`src/rtl/mem_access.sv`:
```
// mem_access -- memory stage of the 64-bit pipeline.
//   Issues loads/stores to data memory over a registered req/ack handshake,
//   stalls upstream stages while an access is outstanding, aborts an access
//   that sees no ack within TIMEOUT cycles, and resolves the branch decision.
// Ports:
//   clk, reset            clock (rising edge), async active-high reset
//   valid_M, memRead_M, memWrite_M, branch_M, zero_M   decoded instruction info
//   aluResult_M, writeData_M                          address / store data
//   dm_req, dm_we, dm_addr, dm_wdata                  registered memory request
//   dm_ack, dm_rdata                                  memory completion / read data
//   readData_M   last load result      done_M   one-cycle completion pulse
//   stall_M      upstream hold         PCSrc_M  take branch
//   err_M        sticky fault (illegal op, misaligned, timeout)
module mem_access #(
  parameter int N       = 64,
  parameter int TIMEOUT = 16
) (
  input  logic         clk,
  input  logic         reset,
  input  logic         valid_M,
  input  logic         memRead_M,
  input  logic         memWrite_M,
  input  logic         branch_M,
  input  logic         zero_M,
  input  logic [N-1:0] aluResult_M,
  input  logic [N-1:0] writeData_M,
  output logic         dm_req,
  output logic         dm_we,
  output logic [N-1:0] dm_addr,
  output logic [N-1:0] dm_wdata,
  input  logic         dm_ack,
  input  logic [N-1:0] dm_rdata,
  output logic [N-1:0] readData_M,
  output logic         done_M,
  output logic         stall_M,
  output logic         PCSrc_M,
  output logic         err_M
);

  localparam int            AW   = $clog2(N / 8);
  localparam int            TW   = $clog2(TIMEOUT);
  localparam logic [TW-1:0] TMAX = TW'(TIMEOUT - 1);

  typedef enum logic [1:0] {S_IDLE, S_WAIT, S_DONE} state_t;

  state_t        r_state, w_next;
  logic [TW-1:0] r_timer;
  logic          w_mem_op, w_illegal, w_misaligned, w_start;

  assign w_mem_op     = valid_M & (memRead_M ^ memWrite_M);
  assign w_illegal    = valid_M & memRead_M & memWrite_M;
  assign w_misaligned = w_mem_op & (|aluResult_M[AW-1:0]);
  assign w_start      = w_mem_op & ~w_misaligned;

  assign PCSrc_M = valid_M & branch_M & zero_M;

  always_comb begin
    w_next  = r_state;
    stall_M = 1'b0;
    case (r_state)
      S_IDLE: begin
        stall_M = w_start;
        if (w_start) w_next = S_WAIT;
      end
      S_WAIT: begin
        stall_M = 1'b1;
        if (dm_ack || r_timer == TMAX) w_next = S_DONE;
      end
      S_DONE:  w_next = S_IDLE;
      default: w_next = S_IDLE;
    endcase
    // Upstream must never be held while the pipeline is being reset.
    if (reset) stall_M = 1'b0;
  end

  always_ff @(posedge clk or posedge reset) begin
    if (reset) begin
      r_state    <= S_IDLE;
      r_timer    <= '0;
      dm_req     <= 1'b0;
      dm_we      <= 1'b0;
      dm_addr    <= '0;
      dm_wdata   <= '0;
      readData_M <= '0;
      done_M     <= 1'b0;
      err_M      <= 1'b0;
    end else begin
      r_state <= w_next;
      // DONE is only reachable from WAIT and lasts one cycle, so this is a pulse.
      done_M  <= (w_next == S_DONE);
      case (r_state)
        S_IDLE: begin
          if (w_start) begin
            dm_addr  <= aluResult_M;
            dm_wdata <= writeData_M;
            dm_we    <= memWrite_M;
            dm_req   <= 1'b1;
            r_timer  <= '0;
          end else if (w_illegal || w_misaligned) begin
            err_M <= 1'b1;
          end
        end
        S_WAIT: begin
          if (dm_ack) begin
            dm_req <= 1'b0;
            if (!dm_we) readData_M <= dm_rdata;
          end else if (r_timer == TMAX) begin
            dm_req     <= 1'b0;
            err_M      <= 1'b1;
            readData_M <= '0;
          end else begin
            r_timer <= r_timer + TW'(1);
          end
        end
        default: ;
      endcase
    end
  end

endmodule
```
`config.mk`:
```
export PLATFORM = sky130hd
export DESIGN_NAME = mem_access
export DESIGN_NICKNAME = d
export VERILOG_FILES = /design/src/rtl/mem_access.sv
export SDC_FILE = /design/constraint.sdc
export NUM_CORES = 1
export LEC_CHECK = 0
export BUFFER_PORTS_ARGS = -buffer_cell sky130_fd_sc_hd__buf_2
export CORE_AREA = 2 2 157 159
export DETAILED_ROUTE_END_ITERATION = 10
export DIE_AREA = 0 0 159 161
export SETUP_SLACK_MARGIN = 0.1
export SYNTH_ARGS = -nofsm -noshare
export SYNTH_HDL_FRONTEND = slang
export SYNTH_SLANG_ARGS = --single-unit
export TNS_END_PERCENT = 100
```
`constraint.sdc`:
```
create_clock -name clk -period 10.2 [get_ports clk]
set_input_delay 2.04 -clock clk [delete_from_list [all_inputs] [get_ports clk]]
set_output_delay 2.04 -clock clk [all_outputs]
set_load 0.05 [all_outputs]
```
Word-level counts from Yosys, hierarchy flattened

Cells that the tools add are included.

Bitwise gates (word level): 9
Multiplexer cells: 21
Eq/ne operators: 11
Add/subtract/negate cells: 1
Reductions and logical operators: 11

Operator list:

| cell                  | count |
|---|---|
| $mux W64              | 3 |
| $ne A2 B2 Y1 const B  | 7 |
| $mux W4               | 3 |
| $mux W1               | 8 |
| $pmux W4 S2           | 1 |
| $and A1 B1 Y1         | 7 |
| $pmux W1 S2           | 3 |
| $reduce_and A3 Y1     | 2 |
| $reduce_and A5 Y1     | 1 |
| $add A4 B1 Y4 const B | 1 |
| $eq A4 B4 Y1 const B  | 1 |
| $mux W2               | 2 |
| $pmux W2 S2           | 1 |
| $reduce_and A4 Y1     | 1 |
| $reduce_bool A2 Y1    | 2 |
| $ne A3 B3 Y1 const B  | 1 |
| $reduce_or A3 Y1      | 1 |
| $eq A2 B1 Y1 const B  | 1 |
| $eq A2 B2 Y1 const B  | 1 |
| $logic_not A2 Y1      | 1 |
| $logic_or A1 B1 Y1    | 2 |
| $reduce_and A2 Y1     | 1 |
| $not A1 Y1            | 1 |
| $xor A1 B1 Y1         | 1 |

Output and inout bits: 198
Input bits: 200
Flip-flop bits (word level): 202
Logic and storage cells: 62

Logic depth before layout (Yosys ltp)

Gate-level depths: netlist of run 1.

Word-level depth: 8
Gate-level depth with buffers: 6
Gate-level depth less buffers: 4

Worst setup path before layout of run 1

Ideal clock, no wire load.

Kind: in2out
Start: in aluResult_M[1]
End: out stall_M
Arrival time: 3301 ps
Setup slack: 4859 ps
Path buffers: 3
Required time: 8160 ps
Stages: 6
Path through: nor3_2 and3_1 buf_6 buf_12 buf_8 o21a_1

Longest elaborated chain between the ends: 6

RTL lines:

| item             | line | source |
|---|---|---|
| from (decl)      | 25   | `input logic [N-1:0] aluResult_M,` |
| $reduce_or A3 Y1 | 52   | `assign w_misaligned = w_mem_op & (\|aluResult_M[AW-1:0]);` |
| $and A1 B1 Y1    | 52   |  |
| $not A1 Y1       | 53   | `assign w_start = w_mem_op & ~w_misaligned;` |
| $and A1 B1 Y1    | 53   |  |
| $pmux W1 S2      | 60   | `case (r_state)` |
| $mux W1          | 73   | `if (reset) stall_M = 1'b0;` |
| to (decl)        | 35   | `output logic stall_M,` |

Every way passes these cells.

Worst setup path in the final report of run 1

Ends and elaborated chain as after synthesis.

==> results.yml, run 1 <==
run_status:
  outcome: "finished, final reports clean"
detailed_routing:
  drt-met1-wl_microns: 9269
  drt-wirelength-per-cell_microns: 17.80
  vias: 5793
  avgViaCountPerCell: 4.676
  drtIter0Drc: 266
  top_layer: "met4"
  postRouteAntennaNets: 0
  drc: 0
  drt_wl_total_microns: 22050
  wl_met3_microns: 1601
  dr.pass1.iters: 4
  wl_met2_microns: 10770
power:
  swShare_pct: 44.19
  p_clk_share_pct: 24.0
  power_uw: 3621
  seqPwrFrac_pct: 33.0
  switchingPower_uw: 1600
  p_leak_uw: 0.005829
  peakVddDrop_v: 0.0001586
  power.density_nw_per_um2: 324.3
  p_int_uw: 2021
  power_frac_comb_pct: 43.0
synthesis:
  yosys.cell_count.top_type: "dfrtp_1"
  synth_area_leaders: "dfrtp_1 62%, mux2_4 15%, a22o_1 9.7%"
  syn_inst: 502
  synth_edf_count: 0
  yosysTopAreaCell: "dfrtp_1"
  synth-xor-area-share_pct: 0.1066
  synth_fa_ha_area_share_pct: 0.1523
  synth_top_family_by_area: "multiplexers"
  synth_seq_cells: 202
  synth_top_cells_by_count: "202 x dfrtp_1, 91 x a22o_1, 84 x mux2_4"
  synthSimpleGateAreaFrac_pct: 2.102
  synth.distinct_cells: 36
  synthMuxAreaShare_pct: 20.97
  ys_seq_area_share_pct: 61.53
  yosys_warnings: 0
  synth-compound-area-share_pct: 11.12
  synth.net_count: 703
  yosysTopAreaCellShare_pct: 61.53
  synth_area_sq_um: 8215
  syn_avg_cell_area_sq_um: 16.37
  synth_ff_type: "dfrtp_1"
  postSynth.asyncResetShare_pct: 100.0
critical_path:
  worstPathMaxFanout: 23
  critPathKind: "in -> out"
  startpoint_type: "primary input"
  cp_data_arrival_time_ns: 3.32
  r2r_slack_ns: 7.48
  reg2regPathDepth: 4
  r2r_start: "r_state[1]"
  end_kind: "output port"
  r2r_end: "dm_addr[62]"
  startpoint: "aluResult_M[1]"
  crit_end: "stall_M"
  cp.required_ns: 8.16
timing:
  worst_pin_slew_ns: 1.028
  finalCriticalPeriod_ns: 5.360
  setup-tns-final_ns: 0
  grt_setup_unrepaired: "no"
  fmax_ghz: 0.1866
  hold_violations: 0
  fin_skew_ns: 0.009512
  setup_viol: 0
  fin_crit_sh_pct: 52.55
  drv_slew: 0
  slew-limit-headroom_pct: 31.30
global_route:
  grtUsageTotal_pct: 16.60
  grt-ovfl-total: 0
  grt_pass1_wl_microns: 34130
  grt_pass1_vias: 5851
  grt_max_degree: 139
  antenna_found_initial: 1
clocking:
  postCtsSetupBuffers: 0
  clock_path_buffers: 3
  cts.clk_slew.worst_paths_ns: 0.06
  numCtsBuffers: 24
  cts_tree: "yes"
  h-tree-depth: 1
  cts.repair.resized: 0
  hold_buffers: 0
  cts_sinks: 202
  clkLatencyLatePin_ns: 0.51
  clockRootBuffer: "clkbuf_16"
finish:
  multi_input_area_sq_um: 2841
  fill_cells: 2200
  drive_gt1_share_pct: 62.80
  synthToLayoutAreaGrowth_pct: 35.94
  final_nets: 1098
  regArea_sq_um: 5055
  final_util_pct: 46.61
worst_hold_path:
  hold_path_class: "reg -> reg"
floorplan:
  ios: 398
  fp.dieH_microns: 161
  rows: 57
  dieArea_sq_um: 25600
  design.core.area_sq_um: 23960
  dieWidth_microns: 159
  start_util_pct: 34.28
placement:
  io_buffers: 397
  routabilityCongestion: 0.7649
  dp_hpwl_microns: 15280
job:
  maxCapViolations: 0
[power by group through the flow]
stage | clock, uW | sequential, uW | combinational [uW]
after floorplan | 0 | 2080 | 308
after global placement | 0 | 1200 | 1560
after detailed placement | 0 | 1200 | 1570
after CTS | 895 | 1200 | 1570
after global routing | 931 | 1230 | 1610
final | 868 | 1200 | 1560
[placed cells by master (no fill, tap or decap), drive strengths merged, types with 3 or more instances in the layout]
master,count
mux2,125
clkinv,5
and3,3
a22o,91
inv,4
o21ai,7
clkbuf,35
and2,3
buf,402
dfrtp,202
a21oi,3
a31oi,3
nand3,4
nand2,3
[worst max-delay path: stages]
cell and delay, ns:
buf_2 0.10, nor3_2 0.30, and3_4 0.47, o21a_1 0.16, buf_2 0.25
[per-layer routing]
layer  vias up  track usage (%)
li1       2661                -
met1      2849            21.78
met2       247            27.65
met3        36            4.289
met4         0            4.174
met5         -                0
[through the flow]
step,hold slack [ns],worst slack (ns),cell area [sq um],instances
after global placement,0.4365,4.864,10350,1195
after detailed placement,0.4421,4.823,10350,1195
after CTS,0.4632,4.817,11170,1238
after floorplan,0.5370,2.649,8215,502
after global routing,0.4898,4.756,11170,1239
final,0.4611,4.840,11170,1239
[registers in the layout, indices dropped and copies added, names as in the netlist]
name / count
dm_addr: 64
dm_wdata: 64
readData_M: 64
r_timer: 4
r_state: 2
dm_req: 1
dm_we: 1
done_M: 1
err_M: 1
[final cells by class]
type                    count  area share, %
diodes                      1        0.02241
clock buffers              35          6.386
clock inverters             8         0.9299
inverters                   4         0.2017
multi-input cells         263          25.44
flip-flops and latches    202          45.26
well taps                 324          3.630
repair buffers            402          18.13
[worst min-delay path by stage]
stage / from / end / slack [ns] / depth (start not counted)
detailed placement: err_M / err_M / 0.44 / 1
CTS: err_M / err_M / 0.46 / 1
finish: err_M / err_M / 0.46 / 1
global placement: err_M / err_M / 0.44 / 1
global route: err_M / err_M / 0.49 / 1
floorplan: r_timer[1] / r_timer[1] / 0.54 / 2
[cell families (layout without fill, tap and decap cells)]
family	after synthesis	after routing
adder cells (fa/ha/maj)	1	1
buffers and inverters	37	449
other	0	1
XOR/XNOR	1	1
multiplexers	125	125
AND/OR/NAND/NOR	26	26
flip-flops	202	202
AO/OA/AOI/OAI	110	110
(Power assumes the default switching activity.)
==> inputs of run 2 (changes only) <==
--- a/config.mk
+++ b/config.mk
@@ -5,10 +5,11 @@
 export SDC_FILE = /design/constraint.sdc
 export NUM_CORES = 1
 export LEC_CHECK = 0
+export ABC_AREA = 1
 export BUFFER_PORTS_ARGS = -buffer_cell sky130_fd_sc_hd__buf_2
-export CORE_AREA = 2 2 157 159
+export CORE_AREA = 2 2 155 157
 export DETAILED_ROUTE_END_ITERATION = 10
-export DIE_AREA = 0 0 159 161
+export DIE_AREA = 0 0 157 159
 export SETUP_SLACK_MARGIN = 0.1
 export SYNTH_ARGS = -nofsm -noshare
 export SYNTH_HDL_FRONTEND = slang
==> constraint.sdc (replaced) <==
create_clock -name clk -period 4.8 [get_ports clk]
set_input_delay 0.96 -clock clk [delete_from_list [all_inputs] [get_ports clk]]
set_output_delay 0.96 -clock clk [all_outputs]
set_load 0.05 [all_outputs]
==> results.yml, run 2 <==
detailed_routing:
  postRouteAntennaNets: 0
  drt-wirelength-per-cell_microns: 14.90
  dr.pass1.iters: 5
  drtIter0Drc: 459
  avgViaCountPerCell: 4.484
  drc: 0
  drt_wl_total_microns: 23980
  vias: 7215
floorplan:
  dieArea_sq_um: 24960
  ios: 398
  fp.dieH_microns: 159
  start_util_pct: 34.15
  design.core.area_sq_um: 23190
  dieWidth_microns: 157
  rows: 56
finish:
  top_regs: "dm_addr x64, dm_wdata x64, readData_M x64"
  final_cell_mix: "526 x nand2_1, 397 x buf_2, 202 x dfrtp_1"
  fill_cells: 2305
  drive_gt1_share_pct: 35.35
  final_nets: 1472
  synthToLayoutAreaGrowth_pct: 37.96
  final_area_sq_um: 10930
  final_common_cell: "nand2_1"
clocking:
  postCtsSetupBuffers: 0
  cts.repair.resized: 0
  clkLatencyLatePin_ns: 0.50
  cts.clk_slew.worst_paths_ns: 0.06
  numCtsBuffers: 23
  cts_tree: "yes"
  clockRootBuffer: "clkbuf_16"
  hold_buffers: 0
  clock_path_buffers: 3
  h-tree-depth: 1
  cts_sinks: 202
timing:
  drv_slew: 0
  fmax_ghz: 0.3326
  finalCriticalPeriod_ns: 3.006
  worst_pin_slew_ns: 1.110
  fin_ws_ns: 1.794
  hold_ws_ns: 0.4603
  hold_violations: 0
  grt_setup_unrepaired: "no"
  setup-tns-final_ns: 0
  setup_viol: 0
  fin_skew_ns: 0.005866
  slew-limit-headroom_pct: 26.03
  fin_crit_sh_pct: 62.63
synthesis:
  synth_edf_count: 0
  yosys_warnings: 0
  synth_area_sq_um: 7920
  postSynth.asyncResetShare_pct: 100.0
  ys_seq_area_share_pct: 63.82
  yosysTopAreaCellShare_pct: 63.82
  synth_seq_cells: 202
  yosysTopAreaCell: "dfrtp_1"
  yosys.cell_count.top_type: "nand2_1"
  synth.net_count: 1096
  synth_ff_type: "dfrtp_1"
  syn_inst: 895
  synth_area_leaders: "dfrtp_1 64%, nand2_1 25%, nand4_1 5.1%"
  syn_avg_cell_area_sq_um: 8.849
  synth_top_cells_by_count: "526 x nand2_1, 202 x dfrtp_1, 65 x nand4_1"
  synth.distinct_cells: 19
critical_path:
  worstPathMaxFanout: 21
  reg2regPathDepth: 9
  r2r_end: "readData_M[56]"
  cp_data_arrival_time_ns: 2.05
  startpoint_type: "primary input"
  end_kind: "output port"
  r2r_start: "r_state[1]"
  critPathKind: "in -> out"
  cp.required_ns: 3.84
  r2r_slack_ns: 2.39
placement:
  pre_cts_ws_ns: 1.782
  place_area_sq_um: 10160
  dp_hpwl_microns: 16260
  routabilityCongestion: 0.8249
  io_buffers: 397
power:
  power_uw: 6617
  power.density_nw_per_um2: 605.6
  p_leak_uw: 0.006480
  peakVddDrop_v: 0.0003044
worst_hold_path:
  hp-start: "err_M"
  worstHoldEndpoint: "err_M"
  worstHoldPathCells: 2
  hold_path_class: "reg -> reg"
global_route:
  grt_pass1_wl_microns: 37480
  grt_max_degree: 130
  grt-ovfl-total: 0
  antenna_found_initial: 3
  grtUsageTotal_pct: 18.60
  grt_pass1_vias: 7052
run_status:
  outcome: "finished, final reports clean"
job:
  maxCapViolations: 0
## run 2: cell count changes in the layout (fill, tap and decap cells not counted), sizes merged, moves of 8 or more
| cell | delta |
|---|---|
| a22o | -91 |
| inv | +14 |
| nand4 | +65 |
| mux2 | -125 |
| nor2 | +8 |
| nand2 | +524 |
## run 2: final cells by class
cell class	count	area (sq um)	area share, %
clock buffer	30	661.9	6.058
antenna	3	7.507	0.06871
inverter	19	76.32	0.6985
tap	319	399.1	3.653
timing repair buffer	405	2085	19.08
sequential	202	5055	46.26
clock inverter	11	92.59	0.8474
multi-input combinational	620	2550	23.34
## run 2: power breakdown
| part | switching [uW] | leakage [uW] | total (uW) | internal, uW |
|---|---|---|---|---|
| registers | 224 | 0.00257 | 2340 | 2120 |
| logic | 2030 | 0.00354 | 2550 | 520 |
| clock network | 701 | 0.000374 | 1730 | 1030 |
| total | 2950 | 0.00648 | 6620 | 3670 |
## run 2: worst max-delay path: stages
cell and delay [ns]:
buf_2 0.11, inv_1 0.04, nand2_1 0.04, nor2_1 0.17
nand3_4 0.26, a21oi_1 0.19, buf_2 0.27
## run 2: logic make-up after synthesis
logic type	synth area share, %
simple gates	31.58
flops	63.82
buf+inv	4.076
compound gates	0.2528
xor+xnor	0.1106
fa+ha+maj	0.1580
## run 2: worst max-delay path by stage
stage / cells past startpoint / to / slack, ns / start
floorplan: 1 / dm_addr[0] / 1.22 / reset
global placement: 7 / stall_M / 1.80 / aluResult_M[0]
detailed placement: 7 / stall_M / 1.78 / aluResult_M[1]
CTS: 7 / stall_M / 1.78 / aluResult_M[1]
global route: 7 / stall_M / 1.64 / aluResult_M[1]
finish: 7 / stall_M / 1.79 / aluResult_M[1]
## run 2: routing by layer
layer,part of all wire [%],vias to the layer above,track usage (%)
li1,-,3553,-
met1,41,3358,23.81
met2,49,261,31.28
met3,7.3,43,3.974
met4,2.8,0,6.172
met5,0,-,0
## run 2: through the flow
stage | util, % | std cells
floorplan | - | 895
global placement | 43.83 | 1565
detailed placement | 43.83 | 1565
CTS | 47.08 | 1606
global route | 47.11 | 1609
finish | 47.11 | 1609
==> inputs of run 3 (changes only) <==
--- a/config.mk
+++ b/config.mk
@@ -5,11 +5,11 @@
 export SDC_FILE = /design/constraint.sdc
 export NUM_CORES = 1
 export LEC_CHECK = 0
-export ABC_AREA = 1
+export ABC_AREA = 0
 export BUFFER_PORTS_ARGS = -buffer_cell sky130_fd_sc_hd__buf_2
-export CORE_AREA = 2 2 155 157
+export CORE_AREA = 2 2 154 156
 export DETAILED_ROUTE_END_ITERATION = 10
-export DIE_AREA = 0 0 157 159
+export DIE_AREA = 0 0 156 158
 export SETUP_SLACK_MARGIN = 0.1
 export SYNTH_ARGS = -nofsm -noshare
 export SYNTH_HDL_FRONTEND = slang
==> constraint.sdc (replaced) <==
create_clock -name clk -period 3 [get_ports clk]
set_input_delay 0.6 -clock clk [delete_from_list [all_inputs] [get_ports clk]]
set_output_delay 0.6 -clock clk [all_outputs]
set_load 0.05 [all_outputs]
==> results.yml, run 3 (synthesis gave the netlist of run 1 again) <==
finish:
  final_nets: 1104
  fin_cells: 1216
  synthToLayoutAreaGrowth_pct: 36.28
  final_area_sq_um: 11200
  drive_gt1_share_pct: 62.50
  final_util_pct: 48.57
  final_common_cell: "buf_2"
  top_regs: "dm_addr x64, dm_wdata x64, readData_M x64"
  final_cell_mix: "397 x buf_2, 202 x dfrtp_1, 91 x a22o_1"
global_route:
  grtUsageTotal_pct: 16.90
  grt-ovfl-total: 0
  antenna_found_initial: 6
  grt_pass1_vias: 5643
  grt_max_degree: 95
  grt_pass1_wl_microns: 32690
critical_path:
  end_kind: "output port"
  critPathKind: "reg -> out"
  startpoint_type: "flip-flop"
  startpoint: "r_state[1]"
  cp.required_ns: 2.40
  r2r_start: "r_state[1]"
  worstPathMaxFanout: 6
  cp_data_arrival_time_ns: 1.92
detailed_routing:
  dr.pass1.iters: 4
  drt-met1-wl_microns: 9239
  drt_wl_total_microns: 22560
  wl_met3_microns: 1867
  drt-wirelength-per-cell_microns: 18.55
  postRouteAntennaNets: 0
  avgViaCountPerCell: 4.762
  top_layer: "met4"
  drtIter0Drc: 314
  vias: 5791
  wl_met2_microns: 11130
  drc: 0
worst_hold_path:
  hold_path_class: "in -> reg"
  hp-start: "dm_rdata[28]"
clocking:
  cts_tree: "yes"
  cts.repair.resized: 0
  clock_path_buffers: 3
  cts_sinks: 202
  numCtsBuffers: 23
  clkLatencyLatePin_ns: 0.51
  clockRootBuffer: "clkbuf_16"
  cts.clk_slew.worst_paths_ns: 0.06
  h-tree-depth: 1
floorplan:
  rows: 56
  fp.dieH_microns: 158
  dieWidth_microns: 156
  dieArea_sq_um: 24650
  design.core.area_sq_um: 23050
  ios: 398
  start_util_pct: 35.64
timing:
  worst_pin_slew_ns: 0.7552
  drv_slew: 0
  hold_violations: 0
  finalCriticalPeriod_ns: 2.515
  fin_skew_ns: 0.006780
  setup_viol: 0
  fmax_ghz: 0.3976
  slew-limit-headroom_pct: 49.65
  grt_setup_unrepaired: "no"
  fin_crit_sh_pct: 83.84
power:
  power.density_nw_per_um2: 1096
  p_leak_uw: 0.005853
  peakVddDrop_v: 0.0005312
job:
  maxCapViolations: 0
placement:
  place_area_sq_um: 10380
  dp_hpwl_microns: 16200
  placed_cells: 1167
  routabilityCongestion: 0.8082
  io_buffers: 397
run_status:
  outcome: "finished, final reports clean"
run 3: cell count changes in the layout (fill, tap and decap cells not counted), sizes merged, moves of 3 or more:
cell    before  now
diode        3    6
nand3       10    4
a22o         0   91
mux2         0  125
o21ai        2    7
nand4       65    0
clkinv       8    2
nand2      527    3
and2         0    3
a31oi        0    3
inv         18    4
nor2        10    2
buf        405  408
clkbuf      30   37
run 3: metrics by stage:
stage	TNS (ns)	hold slack [ns]	worst slack, ns	total power, uW
after floorplan	-43.69	0.5370	-0.2163	8106
after global routing	0	0.2932	0.3776	12790
final	0	0.3081	0.4849	12270
after detailed placement	0	0.4476	0.6928	9454
after global placement	0	0.4402	0.7571	9405
after CTS	0	0.2814	0.4456	12410
run 3: report_power, final:
group | internal, uW | total [uW] | switching (uW)
logic | 1480 | 5320 | 3840
clock network | 1770 | 2870 | 1100
registers | 3580 | 4080 | 500
run 3: layout make-up:
cell class              count  area [sq um]
diodes                      6         15.01
clock buffers              37         698.2
clock inverters             5         93.84
fillers                  2061         11860
inverters                   4         18.77
multi-input cells         263          2835
flip-flops and latches    202          5055
well taps                 290         362.8
repair buffers            409          2117
run 3: worst paths after layout:
path / endpoint / depth (start not counted) / slack (ns)
worst max-delay path: stall_M / 4 / 0.48
worst min-delay path: readData_M[28] / 2 / 0.31
worst max register to register: dm_addr[28] / 4 / 0.97
worst min register to register: err_M / 1 / 0.46
max in group asynchronous: dm_addr[4] / 4 / 1.52
min in group asynchronous: readData_M[5] / 3 / 0.55
run 3: repair_timing:
action / 4_1_cts / 5_1_grt
endpoints found under the hold margin: 1 / 0
hold buffers: 1 / 0
buffers inserted: 0 / 0
run 3: worst max-delay path: stages, from the launching register on:
cell and delay [ns]:
dfrtp_1 0.45, nor3b_2 0.30, and3_4 0.27, o21a_1 0.13, buf_2 0.26
run 3: per-layer routing:
layer | vias up | global-route usage [%]
met5 | - | 0
met4 | 0 | 5.941
met3 | 29 | 4.763
met2 | 252 | 27.52
met1 | 2840 | 21.70
li1 | 2670 | -
